`config.mk`:
```
export PLATFORM = sky130hd
export DESIGN_NAME = speed_pi_ctrl
export DESIGN_NICKNAME = d
export VERILOG_FILES = /design/src/rtl/motor_pkg.sv /design/src/rtl/sat_slew.sv /design/src/rtl/speed_pi_ctrl.sv
export SDC_FILE = /design/constraint.sdc
export NUM_CORES = 1
export LEC_CHECK = 0
export ABC_AREA = 1
export BUFFER_PORTS_ARGS = -buffer_cell sky130_fd_sc_hd__buf_2
export CAP_MARGIN = 40
export CELL_PAD_IN_SITES_DETAIL_PLACEMENT = 0
export CELL_PAD_IN_SITES_GLOBAL_PLACEMENT = 1
export CORE_ASPECT_RATIO = 0.75
export CORE_MARGIN = 2
export CORE_UTILIZATION = 42
export CTS_CLUSTER_SIZE = 28
export DETAILED_ROUTE_END_ITERATION = 6
export PLACE_DENSITY_LB_ADDON = 0.1
export SYNTH_ARGS = -nofsm -noshare
export SYNTH_HDL_FRONTEND = slang
export SYNTH_SLANG_ARGS = --single-unit
```
`constraint.sdc`:
```
create_clock -name clk -period 5.8 [get_ports clk]
set_clock_uncertainty 0.15 [all_clocks]
set_input_delay 0.58 -clock clk [delete_from_list [all_inputs] [get_ports clk]]
set_output_delay 0.58 -clock clk [all_outputs]
set_load 0.03 [all_outputs]
```
`src/rtl/motor_pkg.sv`:
```
// Shared types and datapath widths for the speed regulator.
package motor_pkg;

    typedef enum logic [2:0] {
        IDLE,
        ERR,
        PROD,
        SUM,
        LIMIT
    } spc_state_t;

    localparam int ERR_W = 17;
    localparam int INT_W = 24;
    localparam int SUM_W = 34;
    localparam int PSV_W = 7;

endpackage

```
`src/rtl/sat_slew.sv`:
```
// Saturates the PI output to 0..PSV_MAX, then limits the step from the current psv to SLEW_MAX.
module sat_slew
    import motor_pkg::*;
#(
    parameter int PSV_MAX  = 100,
    parameter int SLEW_MAX = 10
) (
    input  logic signed [SUM_W-1:0] u,
    input  logic        [PSV_W-1:0] psv_cur,
    output logic        [PSV_W-1:0] psv_new,
    output logic                    sat_hi,
    output logic                    sat_lo
);

    localparam logic signed [SUM_W-1:0] PSV_MAX_S = SUM_W'(PSV_MAX);
    localparam logic        [PSV_W-1:0] PSV_MAX_L = PSV_W'(PSV_MAX);
    localparam logic        [PSV_W-1:0] SLEW_L    = PSV_W'(SLEW_MAX);

    logic [PSV_W-1:0] sat_val;
    logic [PSV_W-1:0] diff;
    logic [PSV_W-1:0] step;

    always_comb begin
        sat_hi = (u > PSV_MAX_S);
        sat_lo = u[SUM_W-1];

        if (sat_lo) begin
            sat_val = '0;
        end else if (sat_hi) begin
            sat_val = PSV_MAX_L;
        end else begin
            sat_val = u[PSV_W-1:0];
        end

        if (sat_val >= psv_cur) begin
            diff    = sat_val - psv_cur;
            step    = (diff > SLEW_L) ? SLEW_L : diff;
            psv_new = psv_cur + step;
        end else begin
            diff    = psv_cur - sat_val;
            step    = (diff > SLEW_L) ? SLEW_L : diff;
            psv_new = psv_cur - step;
        end
    end

endmodule

```
`src/rtl/speed_pi_ctrl.sv`:
```
// Sampled PI speed regulator driving the motor top's psv/ste inputs.
// Optional stall trip is built when SPEED_PI_STALL_DETECT_EN is defined.
module speed_pi_ctrl
    import motor_pkg::*;
#(
    parameter int KP         = 16,
    parameter int KI         = 2,
    parameter int GAIN_SHIFT = 4,
    parameter int PSV_MAX    = 100,
    parameter int SLEW_MAX   = 10,
    parameter int INT_LIM    = 65535
`ifdef SPEED_PI_STALL_DETECT_EN
    ,
    parameter int STALL_PSV     = 30,
    parameter int STALL_SAMPLES = 8
`endif
) (
    input  logic        clk,
    input  logic        rst,
    input  logic        sample_stb,
    input  logic [15:0] target,
    input  logic [15:0] edge_l,
    input  logic [15:0] edge_r,
    input  logic [7:0]  ste_in,
    input  logic        brk,
    output logic [6:0]  psv,
    output logic [7:0]  ste,
    output logic        upd,
    output logic        busy,
    output logic        stall
);

    localparam logic signed [INT_W-1:0] INT_HI = INT_W'(INT_LIM);
    localparam logic signed [INT_W-1:0] INT_LO = -INT_HI;
    localparam logic signed [SUM_W-1:0] KP_S   = SUM_W'(KP);
    localparam logic signed [SUM_W-1:0] KI_S   = SUM_W'(KI);

`ifdef SPEED_PI_STALL_DETECT_EN
    localparam int                 CNT_W       = $clog2(STALL_SAMPLES + 1);
    localparam logic [CNT_W-1:0]   CNT_MAX     = CNT_W'(STALL_SAMPLES);
    localparam logic [PSV_W-1:0]   STALL_PSV_L = PSV_W'(STALL_PSV);
`endif

    spc_state_t state_q, state_d;

    logic [15:0]             target_q, target_d;
    logic [15:0]             edge_l_q, edge_l_d;
    logic [15:0]             edge_r_q, edge_r_d;
    logic [7:0]              ste_cap_q, ste_cap_d;
    logic signed [ERR_W-1:0] err_q, err_d;
    logic signed [INT_W-1:0] integ_next_q, integ_next_d;
    logic                    meas_zero_q, meas_zero_d;
    logic signed [SUM_W-1:0] p_q, p_d;
    logic signed [SUM_W-1:0] i_q, i_d;
    logic signed [INT_W-1:0] integ_q, integ_d;
    logic [PSV_W-1:0]        psv_q, psv_d;
    logic [7:0]              ste_q, ste_d;
    logic                    upd_q, upd_d;
    logic                    busy_q, busy_d;

    // Datapath terms, each consumed by the FSM in the state that needs it
    logic [16:0]             sum17;
    logic [16:0]             meas17;
    logic signed [ERR_W-1:0] err_c;
    logic signed [INT_W-1:0] err_int;
    logic signed [INT_W-1:0] integ_sum;
    logic signed [INT_W-1:0] integ_clamp;
    logic signed [SUM_W-1:0] err_s34;
    logic signed [SUM_W-1:0] int_s34;
    logic signed [SUM_W-1:0] pi_sum;
    logic signed [SUM_W-1:0] u_c;
    logic                    err_pos;
    logic                    err_neg;

    logic [PSV_W-1:0]        psv_new;
    logic                    sat_hi;
    logic                    sat_lo;

    always_comb begin
        sum17     = {1'b0, edge_l_q} + {1'b0, edge_r_q};
        meas17    = sum17 >> 1;
        err_c     = $signed({1'b0, target_q}) - $signed(meas17);
        err_int   = {{(INT_W-ERR_W){err_c[ERR_W-1]}}, err_c};
        integ_sum = integ_q + err_int;
        if (integ_sum > INT_HI) begin
            integ_clamp = INT_HI;
        end else if (integ_sum < INT_LO) begin
            integ_clamp = INT_LO;
        end else begin
            integ_clamp = integ_sum;
        end
        err_s34 = {{(SUM_W-ERR_W){err_q[ERR_W-1]}}, err_q};
        int_s34 = {{(SUM_W-INT_W){integ_next_q[INT_W-1]}}, integ_next_q};
        pi_sum  = p_q + i_q;
        u_c     = pi_sum >>> GAIN_SHIFT;
        err_neg = err_q[ERR_W-1];
        err_pos = !err_q[ERR_W-1] && (err_q != '0);
    end

    sat_slew #(
        .PSV_MAX  (PSV_MAX),
        .SLEW_MAX (SLEW_MAX)
    ) u_sat_slew (
        .u       (u_c),
        .psv_cur (psv_q),
        .psv_new (psv_new),
        .sat_hi  (sat_hi),
        .sat_lo  (sat_lo)
    );

`ifdef SPEED_PI_STALL_DETECT_EN
    logic [CNT_W-1:0] stall_cnt_q, stall_cnt_d;
    logic             stall_q, stall_d;
`endif

    always_comb begin
        state_d      = state_q;
        target_d     = target_q;
        edge_l_d     = edge_l_q;
        edge_r_d     = edge_r_q;
        ste_cap_d    = ste_cap_q;
        err_d        = err_q;
        integ_next_d = integ_next_q;
        meas_zero_d  = meas_zero_q;
        p_d          = p_q;
        i_d          = i_q;
        integ_d      = integ_q;
        psv_d        = psv_q;
        ste_d        = ste_q;
        upd_d        = 1'b0;
`ifdef SPEED_PI_STALL_DETECT_EN
        stall_cnt_d  = stall_cnt_q;
        stall_d      = stall_q;
`endif

        case (state_q)
            IDLE: begin
                if (sample_stb) begin
                    target_d  = target;
                    edge_l_d  = edge_l;
                    edge_r_d  = edge_r;
                    ste_cap_d = ste_in;
                    state_d   = ERR;
                end
            end
            ERR: begin
                err_d        = err_c;
                integ_next_d = integ_clamp;
                meas_zero_d  = (meas17 == '0);
                state_d      = PROD;
            end
            PROD: begin
                p_d     = err_s34 * KP_S;
                i_d     = int_s34 * KI_S;
                state_d = SUM;
            end
            SUM: begin
                // Commit here so psv, ste and upd are all presented during LIMIT
                psv_d   = psv_new;
                ste_d   = ste_cap_q;
                integ_d = ((sat_hi && err_pos) || (sat_lo && err_neg)) ? integ_q : integ_next_q;
                upd_d   = 1'b1;
`ifdef SPEED_PI_STALL_DETECT_EN
                if ((psv_new >= STALL_PSV_L) && meas_zero_q) begin
                    stall_cnt_d = (stall_cnt_q == CNT_MAX) ? stall_cnt_q : stall_cnt_q + 1'b1;
                end else begin
                    stall_cnt_d = '0;
                end
                if (stall_cnt_d == CNT_MAX) begin
                    stall_d = 1'b1;
                end
                if (stall_d) begin
                    psv_d   = '0;
                    integ_d = '0;
                end
`endif
                state_d = LIMIT;
            end
            LIMIT: begin
                state_d = IDLE;
            end
            default: begin
                state_d = IDLE;
            end
        endcase

        if (brk) begin
            psv_d   = '0;
            integ_d = '0;
            upd_d   = 1'b0;
            state_d = IDLE;
`ifdef SPEED_PI_STALL_DETECT_EN
            stall_d     = 1'b0;
            stall_cnt_d = '0;
`endif
        end

        busy_d = (state_d != IDLE);
    end

    always_ff @(posedge clk or posedge rst) begin
        if (rst) begin
            state_q      <= IDLE;
            target_q     <= '0;
            edge_l_q     <= '0;
            edge_r_q     <= '0;
            ste_cap_q    <= '0;
            err_q        <= '0;
            integ_next_q <= '0;
            meas_zero_q  <= 1'b0;
            p_q          <= '0;
            i_q          <= '0;
            integ_q      <= '0;
            psv_q        <= '0;
            ste_q        <= '0;
            upd_q        <= 1'b0;
            busy_q       <= 1'b0;
`ifdef SPEED_PI_STALL_DETECT_EN
            stall_cnt_q  <= '0;
            stall_q      <= 1'b0;
`endif
        end else begin
            state_q      <= state_d;
            target_q     <= target_d;
            edge_l_q     <= edge_l_d;
            edge_r_q     <= edge_r_d;
            ste_cap_q    <= ste_cap_d;
            err_q        <= err_d;
            integ_next_q <= integ_next_d;
            meas_zero_q  <= meas_zero_d;
            p_q          <= p_d;
            i_q          <= i_d;
            integ_q      <= integ_d;
            psv_q        <= psv_d;
            ste_q        <= ste_d;
            upd_q        <= upd_d;
            busy_q       <= busy_d;
`ifdef SPEED_PI_STALL_DETECT_EN
            stall_cnt_q  <= stall_cnt_d;
            stall_q      <= stall_d;
`endif
        end
    end

    assign psv  = psv_q;
    assign ste  = ste_q;
    assign upd  = upd_q;
    assign busy = busy_q;
`ifdef SPEED_PI_STALL_DETECT_EN
    assign stall = stall_q;
`else
    assign stall = 1'b0;
`endif

endmodule
```
== After elaboration in Yosys (flattened, before gate mapping) ==
Cells that the tools add are included.
Storage, ports and cells
  flip-flop bits (word level): 182
  bits of input ports: 60
  output and inout port bits: 18
  logic and storage cells: 60
Operators by class
  $add $sub $neg: 8
  order comparisons: 6
  equal/unequal tests: 4
  multiplexer cells: 17
  reductions and logical operators: 11
Operators by type and width (number)
  $mux 24: 5
  $mux 7: 7
  $add 21x25->26: 1
  $add 24x17->24: 1
  $gt 24x17->1 const B: 1
  $lt 24x17->1 const B: 1
  $gt 22x8->1 const B: 1
  $sub 7x7->7: 3
  $add 16x16->17: 1
  $reduce_bool 17->1: 1
  $sub 16x16->17: 1
  $gt 7x4->1 const B: 2
  $pmux 3 s4: 1
  $add 7x7->7: 1
  $ge 7x7->1: 1
  $eq 3x2->1 const B: 2
  $mux 3: 2
  $reduce_and 2->1: 2
  $eq 3x1->1 const B: 1
  $logic_and 1x1->1: 3
  $logic_not 3->1: 1
  $reduce_bool 3->1: 1
  $mux 1: 2
  $ne 2x2->1 const B: 1
  3 further kinds: 3

== Logic depth before layout (Yosys ltp) ==
  depth in word-level cells: 11
  mapped depth: 43
  depth with buffers taken out: 43

== By module ==
Synthesis repeated with hierarchy kept, for this count alone.
Unflattened totals
  cells, all modules: 1509
  area total of the unflattened synthesis: 12191.7 µm²
Modules (own cells, without submodules)
  speed_pi_ctrl: instances 1, cells an instance 1292, area an instance 10891.7 µm², sequential area each 4479.3 µm²
  sat_slew: instances 1, cells an instance 217, area an instance 1300.0 µm², sequential area each 0.0 µm²

== Least setup slack after synthesis ==
Ideal clock, no wire load.
  kind: register to register
  start point: reg p_q[4]
  end point: reg psv_q[6], in the netlist psv[6]
  library setup time: 0.126 ns
  data arrival time: 5.286 ns
  data required time: 5.524 ns
  slack: 0.238 ns
  stages on the path, launching flop included: 40
  buffers on the path: 0
  clock period less this slack: 5.562 ns
  cell sequence: dfrtp_1 ha_1 fa_1 nand3_1 nand2_2 nand2_1 nand2_1 nand2_1 nand2_1 nor2_1 nand2_1 nor2_1 nand2_1 nor2_1 nand2_2 nand2_1 nand2_1 inv_1 [... 4 more ...] a21oi_1 nor2_1 nor3_1 nand2_1 ha_1 o22ai_1 inv_1 fa_1 nand3_1 and2_1 nor2_1 nor2_1 nor2_1 nor2_1 xor2_1 nand2_1 nand2_1 o22ai_1
On the way
  word-level cells in the longest chain between the ends: 11
  elaborated cells between the ends (all ways): 16
  classes of those cells: add/sub: 5; order compare: 4; mux: 7
Ends and longest elaborated chain
  start, declared: RTL line speed_pi_ctrl.sv:53  | logic signed [SUM_W-1:0] p_q, p_d;
  start signal, assigned: RTL line speed_pi_ctrl.sv:231  | p_q <= p_d;
  $add 21x25->26 (*): RTL line speed_pi_ctrl.sv:94  | pi_sum = p_q + i_q;
  $gt 22x8->1: RTL line sat_slew.sv:24  | sat_hi = (u > PSV_MAX_S);
  $mux 7: RTL line sat_slew.sv:29  | end else if (sat_hi) begin
  $mux 7 (*): RTL line sat_slew.sv:27  | if (sat_lo) begin
  $sub 7x7->7 (on tied branches): RTL line sat_slew.sv:40, sat_slew.sv:36
  $gt 7x4->1 (on tied branches): RTL line sat_slew.sv:41, sat_slew.sv:37
  $mux 7 (on tied branches): RTL line sat_slew.sv:41, sat_slew.sv:37
  $sub 7x7->7 / $add 7x7->7 (equally long branches): RTL line sat_slew.sv:42, sat_slew.sv:38
  $mux 7 (*): RTL line sat_slew.sv:35  | if (sat_val >= psv_cur) begin
  $mux 7 (*): RTL line speed_pi_ctrl.sv:136  | case (state_q)
  $mux 7 (*): RTL line speed_pi_ctrl.sv:187  | if (brk) begin
  end signal, assigned: RTL line speed_pi_ctrl.sv:234  | psv_q <= psv_d;
  end, declared: RTL line speed_pi_ctrl.sv:56  | logic [PSV_W-1:0] psv_q, psv_d;
Mark *: on every way between the ends. The rest lies on a longest branch, timed or not. The select of a mux whose other input is x is not followed.
A chain may end at the register's enable or synchronous reset.

== Worst setup path in the final report ==
  start point: reg edge_l_q[3]
  end point: reg integ_next_q[19]
On the way
  word-level cells in the longest chain between the ends: 6
  elaborated cells between the ends (all ways): 7
  classes of those cells: add/sub: 3; order compare: 2; mux: 2
Ends and longest elaborated chain
  start, declared: RTL line speed_pi_ctrl.sv:47  | logic [15:0] edge_l_q, edge_l_d;
  start signal, assigned: RTL line speed_pi_ctrl.sv:225  | edge_l_q <= edge_l_d;
  $add 16x16->17 (*): RTL line speed_pi_ctrl.sv:80  | sum17 = {1'b0, edge_l_q} + {1'b0, edge_r_q};
  $sub 16x16->17 (*): RTL line speed_pi_ctrl.sv:82  | err_c = $signed({1'b0, target_q}) - $signed(meas17);
  net err_c[11]: RTL line speed_pi_ctrl.sv:64  | logic signed [ERR_W-1:0] err_c;
  $add 24x17->24 (*): RTL line speed_pi_ctrl.sv:84  | integ_sum = integ_q + err_int;
  $lt 24x17->1: RTL line speed_pi_ctrl.sv:87  | end else if (integ_sum < INT_LO) begin
  $mux 24: RTL line speed_pi_ctrl.sv:87
  $mux 24 (*): RTL line speed_pi_ctrl.sv:85  | if (integ_sum > INT_HI) begin
  end signal, assigned: RTL line speed_pi_ctrl.sv:229  | integ_next_q <= integ_next_d;
  end, declared: RTL line speed_pi_ctrl.sv:51  | logic signed [INT_W-1:0] integ_next_q, integ_next_d;
Mark *: on every way through the listed nets, which the timed path passes. The rest lies on a longest branch.

==> metrics.csv <==
stage;metric;value;unit
worst_setup_path;Worst Setup SP;edge_l_q[3]$_DFFE_PP0P_;
worst_setup_path;worst setup path endpoint;integ_next_q[19]$_DFFE_PP0P_;
floorplan;Starting Density;42.6;%
drt;per-cell routed wire length;15.5;microns
worst_setup_path;CP most frequent cell;buf_4;
worst_setup_path;R2R depth;37;
worst_setup_path;Worst Setup End Kind;flop;
worst_setup_path;Worst Path Required;6020;ps
hold_path;HP Class;input port to async pin;
status;status;finished clean;
synthesis;yosys warns;0;
clock_tree;Skew-Pair Late Insertion Delay;440;ps
place;Placer Congestion;0.838;
worst_setup_path;r2r setup slk;60;ps
floorplan;Ports;78;
finish;post-route cell area;0.0163;sq mm
global_routing;global-route wire length before repair;53700;microns
worst_setup_path;CP max stage delay;410;ps
drt;TritonRoute pass-1 iters;5;
worst_setup_path;CP startpoint kind;flop;
worst_setup_path;worst-path fanout max;5;
worst_setup_path;RR Startpoint;edge_l_q[3]$_DFFE_PP0P_;
drt;final antenna-violating net count;0;
floorplan;die area;0.0309;sq mm
place;Placed Cells;2108;
floorplan;Die Span X;202;microns
synthesis;cell count after synthesis;1516;
place;placed instance area;0.0143;sq mm
floorplan;core area;0.0291;sq mm
synthesis;syn nets;1681;
clock_tree;CTS buffer count;17;
clock_tree;Max clock buf depth;2;
worst_setup_path;R2R Path End;integ_next_q[19]$_DFFE_PP0P_;
sta;slew of the pin with the lowest slew margin;807;ps
synthesis;average instance area after synthesis;8.16;sq um
drt;DRC viols;0;
sta;RSZ-0062 raised after global routing;yes;
synthesis;Synth top area share;36.2;%
finish;share of layout cells above drive strength 1;36.9;%
sta;fmax;174;MHz
global_routing;gr usage total;21.7;%
synthesis;Seq/Total Area, Yosys;36.2;%
drt;wirelength, routed;33800;microns
synthesis;Post-synth EDFFs;0;
drt;via count;10700;
sta;final setup fails;0;
synthesis;top cells by area, synth;dfrtp_1 36%, nand2_1 11%, ha_1 9.9%, mux2_2 7.4%, inv_1 5.5%;
finish;final cell count without fillers;2172;
place;setup slack at placement;-444;ps
synthesis;leading register cell type out of synthesis;dfrtp_1;
worst_setup_path;CP Data Arrival Time;5970;ps
floorplan;die extent in y;153;microns
clock_tree;H-tree Lvls;4;
sta;setup ws final;55.3;ps
synthesis;fraction of registers with async set/reset;100;%
run;max cap viols;0;
sta;Max-slew headroom;46.2;%
drt;initial DRC count;476;
sta;period utilization;99.0;%
finish;nets@finish;1929;
global_routing;vias in the first global route;10400;
global_routing;largest net degree at the start of global routing;85;
sta;clock period minus worst slack;5740;ps
global_routing;GRT overflow;0;
place;HPWL Detailed;25500;microns
synthesis;cell taking the most area after synthesis;dfrtp_1;
worst_setup_path;Slowest cell on crit path;dfrtp_1;
drt;vias per cell;4.94;
worst_setup_path;Crit Path Category;flop to flop;
clock_tree;Clock Sinks;179;
synthesis;Post-Syn Area;0.0124;sq mm
place;Port Buffers;76;
floorplan;# rows;54;
sta;final count of pins violating max slew;0;
global_routing;initial antenna violation count;5;
sta;final hold vios;0;
clock_tree;Clock Pin Slew Worst Setup and Hold Paths;80;ps
synthesis;flops & latches, synth;179;
synthesis;library cells used by synthesis;50;
finish;area delta synth->final;31.6;%
clock_tree;CTS tree;built;
clock_tree;root buffer cell;clkbuf_16;
finish;Core Util, Final;56.1;%
-- worst min path at each step --
stage | startpoint | end | slack (ps) | cells past startpoint
4_1_cts | rst | ste_cap_q[2]$_DFFE_PP0P_ | 140 | 2
3_5_place_dp | ste[0]$_DFFE_PP0N_ | ste[0]$_DFFE_PP0N_ | 310 | 2
2_1_floorplan | ste_cap_q[0]$_DFFE_PP0P_ | ste[0]$_DFFE_PP0N_ | 290 | 2
5_1_grt | rst | ste_cap_q[1]$_DFFE_PP0P_ | 180 | 2
6_report | rst | ste_cap_q[1]$_DFFE_PP0P_ | 110 | 2
3_3_place_gp | ste[6]$_DFFE_PP0N_ | ste[6]$_DFFE_PP0N_ | 300 | 2
-- layer usage --
metal / part of all wire, % / vias to the layer above / track usage (%) / wire length [microns]
li1: - / 5503 / - / -
met1: 51 / 5038 / 32.2 / 17300
met2: 44 / 151 / 32.8 / 14900
met3: 3.6 / 26 / 3.93 / 1230
met4: 0.98 / 2 / 4.80 / 330
met5: 0.039 / - / 0 / 13
-- synthesized netlist by cell type (4+ instances only) --
cell type  instances
a21o_1             6
a21oi_1           90
a21oi_2           18
a31oi_1            6
and2_1             4
buf_1              9
buf_2              5
buf_6              4
clkbuf_1          14
dfrtp_1          179
fa_1               7
ha_1              98
inv_1            183
mux2_2            81
nand2_1          371
nand2_2           16
nand3_1           50
nand3_2           22
nand3b_1           8
nand4_1           38
nor2_1            98
nor2_2             7
nor3_1            15
nor4_1             7
o21ai_0           65
o21ai_1            4
o21bai_1           8
o22ai_1            8
xnor2_1           20
xor2_1            44
-- cell type report --
type | instances | area, sq um
multi-input cells | 1115 | 8120
flip-flops and latches | 179 | 4480
clock buffers | 19 | 453
inverters | 187 | 714
diodes | 3 | 7.51
clock inverters | 13 | 135
well taps | 392 | 490
fillers | 2755 | 12800
repair buffers | 264 | 1890
-- critical path, delay by kind of cell, from the launching register on --
| kind | cells | cell delay (ps) |
|---|---|---|
| flip-flops | 1 | 410 |
| buffers and inverters | 15 | 1730 |
| AND/OR/NAND/NOR | 10 | 1110 |
| AO/OA/AOI/OAI | 5 | 680 |
| XOR/XNOR | 3 | 320 |
| adder cells (fa/ha/maj) | 4 | 1270 |
-- layout by cell type (no fill, tap or decap), drive strengths merged, types with 3 or more instances in the layout --
master    n
buf     264
ha       98
o22ai     8
inv     193
clkbuf   19
dfrtp   179
nand3b    8
a211oi    3
fa        7
nand2   388
o21a      3
nor3     15
a21oi   108
nand3    72
a21o      6
xor2     45
and2      5
xnor2    20
a31oi     6
nor4      7
a21boi    5
diode     3
mux2     81
nor2    106
nand4    39
o21ai    70
clkinv    7
o21bai    8
-- logic make-up (layout without fill, tap and decap cells) --
kind of cell | count (synthesis) | count (layout) | synth area share (%)
AOI/OAI and AO/OA | 221 | 221 | 10.3
xor gates and xnor gates | 65 | 65 | 4.66
adders and majority gates | 105 | 105 | 11.0
buffers and inverters | 222 | 483 | 7.12
DFF | 179 | 179 | 36.2
muxes | 81 | 81 | 7.37
other | 1 | 4 | 0.0303
and+or+nand+nor | 642 | 642 | 23.3
-- stage by stage --
step	hold slack, ps	setup TNS [ps]
after global routing	179	-4030
after floorplan	294	0
after global placement	300	-9990
after detailed placement	307	-9830
after CTS	139	0
final	112	0
-- registers in the layout, summed over array words and instances (netlist names), 16 cells and up --
signal	count
integ_q	24
i_q	21
target_q	16
edge_r_q	16
p_q	17
integ_next_q	24
err_q	17
edge_l_q	16
-- timing repair --
action                                  in CTS  in global routing
gates resized for setup                     61                216
endpoints found under the setup margin      26                 28
cloned                                       1                  0
endpoints found under the hold margin        0                  0
pin swaps                                   39                129
hold buffers                                 0                  0
setup buffers                               11                 34
Power is left out: the tool's default activity adds up to more than one toggle a clock period on the data nets, which glitch-free logic cannot reach.
